--- src/rtl/mem_test_pkg.sv ---
// Shared types and default sizing for the memory test sequencer.
package mem_test_pkg;

   localparam int DEF_ADDR_WIDTH  = 25;
   localparam int DEF_DATA_WIDTH  = 16;
   localparam int DEF_LEN_WIDTH   = 16;
   localparam int DEF_ACK_TIMEOUT = 1024;

   typedef enum logic [1:0] {
      MODE_WRITE1 = 2'd0,
      MODE_READ1  = 2'd1,
      MODE_FILL   = 2'd2,
      MODE_VERIFY = 2'd3
   } mode_t;

   typedef enum logic [2:0] {
      ST_IDLE     = 3'd0,
      ST_ISSUE    = 3'd1,
      ST_WAIT_ACK = 3'd2,
      ST_NEXT     = 3'd3,
      ST_DONE     = 3'd4
   } state_t;

   function automatic logic mode_is_write(input mode_t m);
      return (m == MODE_WRITE1) || (m == MODE_FILL);
   endfunction

endpackage

--- src/rtl/mem_test_watchdog.sv ---
// Ack-timeout counter: runs while enabled, flags expiry on the TIMEOUT-th cycle.
module mem_test_watchdog
   import mem_test_pkg::*;
#(
   parameter int TIMEOUT = DEF_ACK_TIMEOUT
) (
   input  logic sys_clk,
   input  logic sys_rst,
   input  logic clear,
   input  logic enable,
   output logic expired
);

   localparam int CW = $clog2(TIMEOUT + 1);

   logic [CW-1:0] cnt;

   always_ff @(posedge sys_clk) begin
      if (sys_rst || clear)
         cnt <= '0;
      else if (enable && !expired)
         cnt <= cnt + CW'(1);
   end

   assign expired = enable && (cnt == CW'(TIMEOUT - 1));

endmodule

--- src/rtl/mem_test_sequencer.sv ---
// Memory test sequencer: single write/read, pattern fill and verify over a word range.
// Optional first-mismatch log enabled by defining MEM_TEST_ERR_LOG_EN.
module mem_test_sequencer
   import mem_test_pkg::*;
#(
   parameter int ADDR_WIDTH  = DEF_ADDR_WIDTH,
   parameter int DATA_WIDTH  = DEF_DATA_WIDTH,
   parameter int LEN_WIDTH   = DEF_LEN_WIDTH,
   parameter int ACK_TIMEOUT = DEF_ACK_TIMEOUT
) (
   input  logic                  sys_clk,
   input  logic                  sys_rst,
   input  logic                  start_i,
   input  logic [1:0]            mode_i,
   input  logic [ADDR_WIDTH-1:0] base_addr_i,
   input  logic [LEN_WIDTH-1:0]  len_i,
   input  logic [DATA_WIDTH-1:0] wdata_i,
   output logic                  busy_o,
   output logic                  done_o,
   output logic                  timeout_o,
   output logic [DATA_WIDTH-1:0] rdata_o,
   output logic [LEN_WIDTH-1:0]  err_cnt_o,
   output logic [ADDR_WIDTH-1:0] mem_addr_o,
   output logic [DATA_WIDTH-1:0] mem_data_o,
   output logic                  mem_we_o,
   output logic                  mem_re_o,
   input  logic [DATA_WIDTH-1:0] mem_data_i,
   input  logic                  mem_ack_i,
   input  logic                  mem_busy_i
`ifdef MEM_TEST_ERR_LOG_EN
   ,
   output logic                  first_err_vld_o,
   output logic [ADDR_WIDTH-1:0] first_err_addr_o,
   output logic [DATA_WIDTH-1:0] first_err_exp_o,
   output logic [DATA_WIDTH-1:0] first_err_got_o
`endif
);

   state_t                state;
   mode_t                 mode_r;
   logic [ADDR_WIDTH-1:0] base_r;
   logic [DATA_WIDTH-1:0] wdata_r;
   logic [LEN_WIDTH-1:0]  len_r;
   logic [LEN_WIDTH-1:0]  idx_r;

   logic                  is_wr;
   logic                  issue_go;
   logic                  mismatch;
   logic                  wd_expired;
   logic [LEN_WIDTH-1:0]  word_cnt;
   logic [LEN_WIDTH-1:0]  idx_nxt;
   logic [DATA_WIDTH-1:0] pat;

   assign is_wr    = mode_is_write(mode_r);
   assign word_cnt = (mode_r == MODE_WRITE1 || mode_r == MODE_READ1) ? LEN_WIDTH'(1) : len_r;
   assign idx_nxt  = idx_r + LEN_WIDTH'(1);
   // idx is 0 for single-word commands, so the pattern doubles as WRITE1 data
   assign pat      = wdata_r + DATA_WIDTH'(idx_r);
   assign mismatch = (mode_r == MODE_VERIFY) && (mem_data_i != pat);

   // Strobe fires in the ISSUE cycle the controller is free; one cycle only since ISSUE is left
   assign issue_go   = (state == ST_ISSUE) && !mem_busy_i;
   assign mem_we_o   = issue_go && is_wr;
   assign mem_re_o   = issue_go && !is_wr;
   assign mem_addr_o = base_r + ADDR_WIDTH'(idx_r);
   assign mem_data_o = pat;

   assign busy_o = (state == ST_ISSUE) || (state == ST_WAIT_ACK) || (state == ST_NEXT);
   assign done_o = (state == ST_DONE);

   mem_test_watchdog #(.TIMEOUT(ACK_TIMEOUT)) u_wd (
      .sys_clk (sys_clk),
      .sys_rst (sys_rst),
      .clear   (state != ST_WAIT_ACK),
      .enable  (state == ST_WAIT_ACK),
      .expired (wd_expired)
   );

   always_ff @(posedge sys_clk) begin
      if (sys_rst) begin
         state     <= ST_IDLE;
         mode_r    <= MODE_WRITE1;
         base_r    <= '0;
         wdata_r   <= '0;
         len_r     <= '0;
         idx_r     <= '0;
         timeout_o <= 1'b0;
         rdata_o   <= '0;
         err_cnt_o <= '0;
`ifdef MEM_TEST_ERR_LOG_EN
         first_err_vld_o  <= 1'b0;
         first_err_addr_o <= '0;
         first_err_exp_o  <= '0;
         first_err_got_o  <= '0;
`endif
      end else begin
         case (state)
            ST_IDLE: if (start_i) begin
               mode_r    <= mode_t'(mode_i);
               base_r    <= base_addr_i;
               wdata_r   <= wdata_i;
               len_r     <= len_i;
               idx_r     <= '0;
               err_cnt_o <= '0;
               timeout_o <= 1'b0;
`ifdef MEM_TEST_ERR_LOG_EN
               first_err_vld_o  <= 1'b0;
               first_err_addr_o <= '0;
               first_err_exp_o  <= '0;
               first_err_got_o  <= '0;
`endif
               // Empty FILL/VERIFY completes without touching memory
               state <= (mode_i[1] && len_i == '0) ? ST_DONE : ST_ISSUE;
            end
            ST_ISSUE: if (!mem_busy_i) state <= ST_WAIT_ACK;
            ST_WAIT_ACK: begin
               if (mem_ack_i) begin
                  if (!is_wr) rdata_o <= mem_data_i;
                  if (mismatch) begin
                     if (err_cnt_o != '1) err_cnt_o <= err_cnt_o + LEN_WIDTH'(1);
`ifdef MEM_TEST_ERR_LOG_EN
                     if (!first_err_vld_o) begin
                        first_err_vld_o  <= 1'b1;
                        first_err_addr_o <= mem_addr_o;
                        first_err_exp_o  <= pat;
                        first_err_got_o  <= mem_data_i;
                     end
`endif
                  end
                  state <= ST_NEXT;
               end else if (wd_expired) begin
                  timeout_o <= 1'b1;
                  state     <= ST_DONE;
               end
            end
            ST_NEXT: begin
               idx_r <= idx_nxt;
               state <= (idx_nxt == word_cnt) ? ST_DONE : ST_ISSUE;
            end
            ST_DONE: state <= ST_IDLE;
            default: state <= ST_IDLE;
         endcase
      end
   end

endmodule

--- config.mk ---
export PLATFORM = sky130hd
export DESIGN_NAME = mem_test_sequencer
export DESIGN_NICKNAME = d
export VERILOG_FILES = /design/src/rtl/mem_test_pkg.sv /design/src/rtl/mem_test_watchdog.sv /design/src/rtl/mem_test_sequencer.sv
export SDC_FILE = /design/constraint.sdc
export NUM_CORES = 1
export LEC_CHECK = 0
export ABC_AREA = 1
export BUFFER_PORTS_ARGS = -buffer_cell sky130_fd_sc_hd__buf_2
export CAP_MARGIN = 10
export CORE_AREA = 3 3 137 113
export DETAILED_ROUTE_END_ITERATION = 8
export DIE_AREA = 0 0 140 116
export GPL_ROUTABILITY_DRIVEN = 1
export PLACE_DENSITY = 0.87
export RECOVER_POWER = 50
export SLEW_MARGIN = 20
export SYNTH_ARGS = -nofsm -noshare
export SYNTH_HDL_FRONTEND = slang
export SYNTH_HIERARCHICAL = 1
export SYNTH_SLANG_ARGS = --single-unit
--- constraint.sdc ---
create_clock -name sys_clk -period 3.05 [get_ports sys_clk]
set_input_delay 0.305 -clock sys_clk [delete_from_list [all_inputs] [get_ports sys_clk]]
set_output_delay 0.305 -clock sys_clk [all_outputs]
set_load 0.1 [all_outputs]
==> results of run 1 <==
-- what timing repair did --
item                       4_1_cts  5_1_grt
setup endpoints to repair       14       29
hold endpoints to repair         0        0
setup buffers                    4        4
gates resized for setup         31       36
pin swaps                        8       14
-- worst min-delay path: cells and delay by family --
| family | cells | cell delay [ns] |
|---|---|---|
| and+or+nand+nor | 1 | 0.06 |
| AOI/OAI and AO/OA | 1 | 0.06 |
| buffers and inverters | 1 | 0.10 |
-- worst paths after layout --
check | from | endpoint | slack, ns
max | idx_r[2] | mem_addr_o[17] | -0.02
min | base_addr_i[11] | base_r[11] | 0.14
max reg2reg | idx_r[0] | err_cnt_o[12] | 0.26
min reg2reg | timeout_o | timeout_o | 0.45
-- kinds of logic after synthesis --
kind of cell | count (synthesis)
AND/OR/NAND/NOR | 626
adder cells (fa/ha/maj) | 36
buffers and inverters | 161
XOR/XNOR | 59
flip-flops | 122
AO/OA/AOI/OAI | 187
-- metal layers --
metal  up-vias  track usage [%]  routed length [um]
li1       4235                -                   -
met1      4105             39.5               10500
met2       486             48.5               11400
met3        79             6.52                2390
met4         0             11.4                 764
met5         -                0                   0
-- through the flow --
stage	util, %	TNS, ns	total power (uW)
after floorplan	-	-1.24	3640
after global placement	66.9	0	4130
after detailed placement	66.9	0	4170
after CTS	71.9	-0.0114	6100
after global routing	72.6	-0.208	6380
final	72.6	-0.0163	6130
-- flip-flops by register name, summed over array words and instances, names as in the netlist --
| signal | flops |
|---|---|
| u_wd/cnt | 11 |
| rdata_o | 16 |
| timeout_o | 1 |
| state | 3 |
| len_r | 16 |
| wdata_r | 16 |
| base_r | 25 |
| idx_r | 16 |
| err_cnt_o | 16 |
| mode_r | 2 |
-- final cells by class --
cell class                 instances  area [um2]
inverter                         117         442
clock buffer                      22         494
fill                            1100        3880
clock inverter                     7        67.6
timing repair buffer             195        1260
sequential                       122        2450
tap                              184         230
multi-input combinational        908        5320
-- placed cells by master (no fill, tap or decap), types with 11 or more instances in the layout --
cell type	synthesis	routed
a21oi_1	131	124
buf_12	0	15
buf_2	2	106
buf_4	1	36
clkbuf_1	38	35
clkbuf_16	0	17
dfxtp_1	122	115
ha_1	34	25
inv_1	111	111
nand2_1	316	314
nand3_1	130	129
nand4_1	18	18
nor2_1	101	99
nor3_1	23	21
o21ai_0	37	30
xnor2_1	17	11
xor2_1	35	20
-- where the power goes --
group,leakage (uW),switching (uW),total (uW),internal [uW]
clock,0.000272,725,1930,1210
sequential,0.000999,175,1930,1750
combinational,0.00330,1690,2270,576
total,0.00457,2590,6130,3540
==> flow_metrics.tcl, run 1 <==
set metrics [dict create \
    routed_wl_um 25000 \
    violations "setup timing" \
    path_cells "ha_4, a21oi_2, o21ai_2, buf_4, a21o_1, a21oi_4, o21ai_2, buf_6, a21oi_4, buf_6, xor2_4, buf_12" \
    holdBufCountCts 0 \
    synthSimpleGateAreaFrac_pct 34.9 \
    grt_pass1_vias 8268 \
    cts_buffer_depth 2 \
    place.gp.congestion 0.941 \
    vdd_drop_max_uv 453 \
    drv_slew 0 \
    skew_ns 0.00609 \
    initial_core_util_pct 55.7 \
    synth_top_area_share_pct 31.0 \
    setup_ws_ns -0.0154 \
    cp_data_arrival_time_ns 2.76 \
    place_hpwl_um 17400 \
    dieArea_um2 16200 \
    synth.top_cells.by_count "nand2_1 (316), a21oi_1 (131), nand3_1 (130)" \
    antenna_found_initial 0 \
    synth_nets 1307 \
    cpMaxStageDelayCell "dfxtp_2" \
    coreArea_um2 14200 \
    p_leak_uw 0.00457 \
    required_ns 2.74 \
    fin_crit_ns 3.07 \
    worst_slew_pin_slew_ns 1.37 \
    fmax_mhz 326 \
    cts_max_level 4 \
    synth_fa_ha_area_share_pct 5.90 \
    yosys.area.top_type "dfxtp_1" \
    fin_nets 1477 \
    layoutNonFillerInstCount 1555 \
    numCtsBuffers 17 \
    grtUsageTotal_pct 29.9 \
    synth_top_family_by_area "simple AND/OR/NAND/NOR gates" \
    io_buffers 157 \
    dr.first_iter.drc_count 972 \
    critical-path-top-delay-family "compound AO/OA/AOI/OAI gates" \
    ys_seq_area_share_pct 31.0 \
    synth.area.mux_share_pct 0 \
    hold_class "input pin to flop" \
    dpl-instance-area_um2 9460 \
    grt_max_degree 83 \
    overflow 0 \
    cts-root-buf "clkbuf_16" \
    rr_worst_depth 20 \
    drive_gt1_share_pct 20.4 \
    drc_errors 0 \
    worst_hold_path.num_cells 3 \
    status "complete, but fails checks" \
    worst-path-buf-inv 4 \
    final_area_um2 10300 \
    clkTransAtPathRegs_ns 0.06 \
    start_kind "flop" \
    synthCells 1191 \
    syn_area_per_cell_um2 6.62 \
    slew_headroom_pct 8.57 \
    synthArstFlopShare_pct 0 \
    power_per_cell_area_nw_per_um2 597 \
    fin_crit_sh_pct 101 \
    grt_pass1_wl_um 39700 \
    pre_cts_slack_ns 0.101 \
    cp_max_fo 4 \
    syn-cell-area_um2 7890 \
    placedCellCount 1519 \
    worstSkewPairLatency_ns 0.42 \
    rows 39 \
    drtAntennaViolNets 0 \
    ys_ff_latch 122 \
    yosys.area_share.xor_xnor_pct 7.84 \
    crit_cells 12 \
    end_kind "primary output" \
    synth_enable_flop_cells 0 \
    cts_tree "done" \
    max_stage_delay_ns 0.33 \
    synth_compound_area_share_pct 12.5 \
    rsz0062_at_grt "true" \
    setup_viol 2 \
    dr_total_vias 8905 \
    die_y_um 116 \
    post_drt_wl_per_cell_um 16.1 \
    synthFlopType "dfxtp_1" \
    worstSetupPathType "flop to primary output" \
    io_pins 158 \
    drtPass1Iterations 5 \
    hold_violations 0 \
    drv_cap 0 \
    routed_via_density 5.73 \
    fin_hold_ws_ns 0.145 \
    synthToLayoutAreaGrowth_pct 30.2 \
    numClockSinks 122 \
    fp.dieW_um 140 \
    antenna_cells 0 \
    post-synth-top-count-cell "nand2_1" \
    ys_warn_count 6 \
    synth_cell_type_count 50 \
    synth_area_leaders "dfxtp_1 (31%), nand2_1 (15%), a21oi_1 (8.3%)" \
]
Note: power is estimated with default switching activity, not from simulation.
==> run 2, diff against run 1 <==
- REMOVE_ABC_BUFFERS: unset -> 1
- SETUP_SLACK_MARGIN: unset -> 0.3
==> flow_metrics.tcl, run 2 (same netlist as run 1, synthesis figures left out) <==
set metrics [dict create \
    grt_pass1_vias 8111 \
    grtUsageTotal_pct 29.0 \
    grt_pass1_wl_um 38300 \
    numClockSinks 122 \
    start_kind "flop" \
    antenna_cells 0 \
    worst-path-buf-inv 5 \
    p_leak_uw 0.00466 \
    grt_max_degree 83 \
    largest_register_ffs 25 \
    clkTransAtPathRegs_ns 0.06 \
    io_buffers 157 \
    drv_slew 0 \
    setup_viol 0 \
    cpMaxStageDelayCell "dfxtp_2" \
    hold_violations 0 \
    final_cell_mix "nand2_1 (294), nand3_1 (128), a21oi_1 (120)" \
    fin_hold_ws_ns 0.145 \
    wl_met2_um 12200 \
    slew_headroom_pct 21.6 \
    place.gp.congestion 0.938 \
    required_ns 2.74 \
    path_cells "ha_4, inv_4, fa_2, nor3_4, nor2_2, o21ai_1, buf_4, buf_4, buf_6, a21boi_4, o221a_4, xnor2_4, buf_12" \
    end_kind "primary output" \
    io_pins 158 \
    rrSetupSlack_ns 0.32 \
    synthToLayoutAreaGrowth_pct 35.4 \
    fin_nets 1490 \
    overflow 0 \
    vdd_drop_max_uv 606 \
    largest-register "base_r" \
    drtAntennaViolNets 0 \
    rsz0062_at_grt "true" \
    routed.top_layer "met4" \
    dieArea_um2 16200 \
    worstSkewPairLatency_ns 0.42 \
    cts_buffer_depth 2 \
    status "finished clean" \
    wl_met3_um 2130 \
    fmax_mhz 330 \
    dr.first_iter.drc_count 891 \
    cts_max_level 4 \
    coreArea_um2 14200 \
    setup_tns_ns 0 \
    pre_cts_slack_ns 0.0145 \
    drive_gt1_share_pct 23.6 \
    drtPass1Iterations 6 \
    fp.dieW_um 140 \
    numCtsBuffers 17 \
    fin_crit_sh_pct 99.4 \
    routed_via_density 5.68 \
    cp_max_fo 3 \
    routed_wl_um 25700 \
    place_hpwl_um 16000 \
    die_y_um 116 \
    total_power_uw 6420 \
    setup_ws_ns 0.0170 \
    cpMostUsedCell "buf_4" \
    worstSetupPathType "flop to primary output" \
    power_per_cell_area_nw_per_um2 601 \
    antenna_found_initial 0 \
    critical-path-top-delay-family "buffers and inverters" \
    layoutNonFillerInstCount 1570 \
    drv_cap 0 \
    hold_class "input pin to flop" \
    cts_tree "done" \
    layout_commonest_cell "nand2_1" \
    cp_data_arrival_time_ns 2.73 \
    fin_crit_ns 3.03 \
    drc_errors 0 \
    rows 39 \
    dr_total_vias 8923 \
    worst_slew_pin_slew_ns 1.18 \
    placedCellCount 1510 \
    max_stage_delay_ns 0.36 \
    wl_met1_um 10700 \
    initial_core_util_pct 55.7 \
    cts-root-buf "clkbuf_16" \
    skew_ns 0.00658 \
    post_drt_wl_per_cell_um 16.3 \
]
==> run 2: cell count changes in the layout (fill, tap and decap cells not counted), moves of 5 or more <==
cell      change
ha_1          -7
xor2_4        -5
dfxtp_1      -12
buf_2        -12
a21oi_2       +5
buf_6        +12
clkbuf_1      +7
dfxtp_2      +11
nand2_1      -20
ha_4          +7
nor2_1        -5
xnor2_2       -5
nand2_2      +18
==> run 2: final timing paths <==
kind                                startpoint        endpoint  depth (start not counted)
worst max-delay path                  idx_r[0]  mem_addr_o[14]                         13
worst min-delay path            base_addr_i[3]       base_r[3]                          3
worst max register to register        idx_r[0]    err_cnt_o[6]                         19
worst min register to register       timeout_o       timeout_o                          2
==> run 2: final cells by class <==
type / instances / area [um2]
multi-input cells: 911 / 5470
fillers: 1039 / 3470
flip-flops and latches: 122 / 2470
repair buffers: 205 / 1450
clock buffers: 23 / 468
inverters: 117 / 444
well taps: 184 / 230
clock inverters: 8 / 143
==> run 2: metal layers <==
| layer | global-route usage [%] | vias to the layer above |
|---|---|---|
| li1 | - | 4267 |
| met4 | 10.0 | 0 |
| met1 | 36.6 | 4112 |
| met5 | 0 | - |
| met2 | 49.0 | 462 |
| met3 | 7.05 | 82 |
==> run 2: where the power goes <==
part	switching, uW	internal [uW]
combinational	1730	628
clock	741	1400
sequential	165	1750
==> run 2: per-stage QoR <==
stage	utilization, %	cell area (um2)
6_report	75.5	10700
4_1_cts	72.1	10200
5_1_grt	75.5	10700
2_1_floorplan	-	7700
3_3_place_gp	64.4	9120
3_5_place_dp	64.4	9120
==> run 2: what timing repair did <==
action | 4_1_cts | 5_1_grt
hold buffers | 0 | 0
pin swaps | 27 | 43
setup buffers | 13 | 13
gates cloned | 0 | 3
endpoints found under the setup margin | 41 | 47
gates resized for setup | 80 | 104
endpoints found under the hold margin | 0 | 0
==> run 2: worst min-delay path, stage by stage <==
cell	delay [ns]
buf_2	0.09
nand3_1	0.07
a21oi_1	0.06
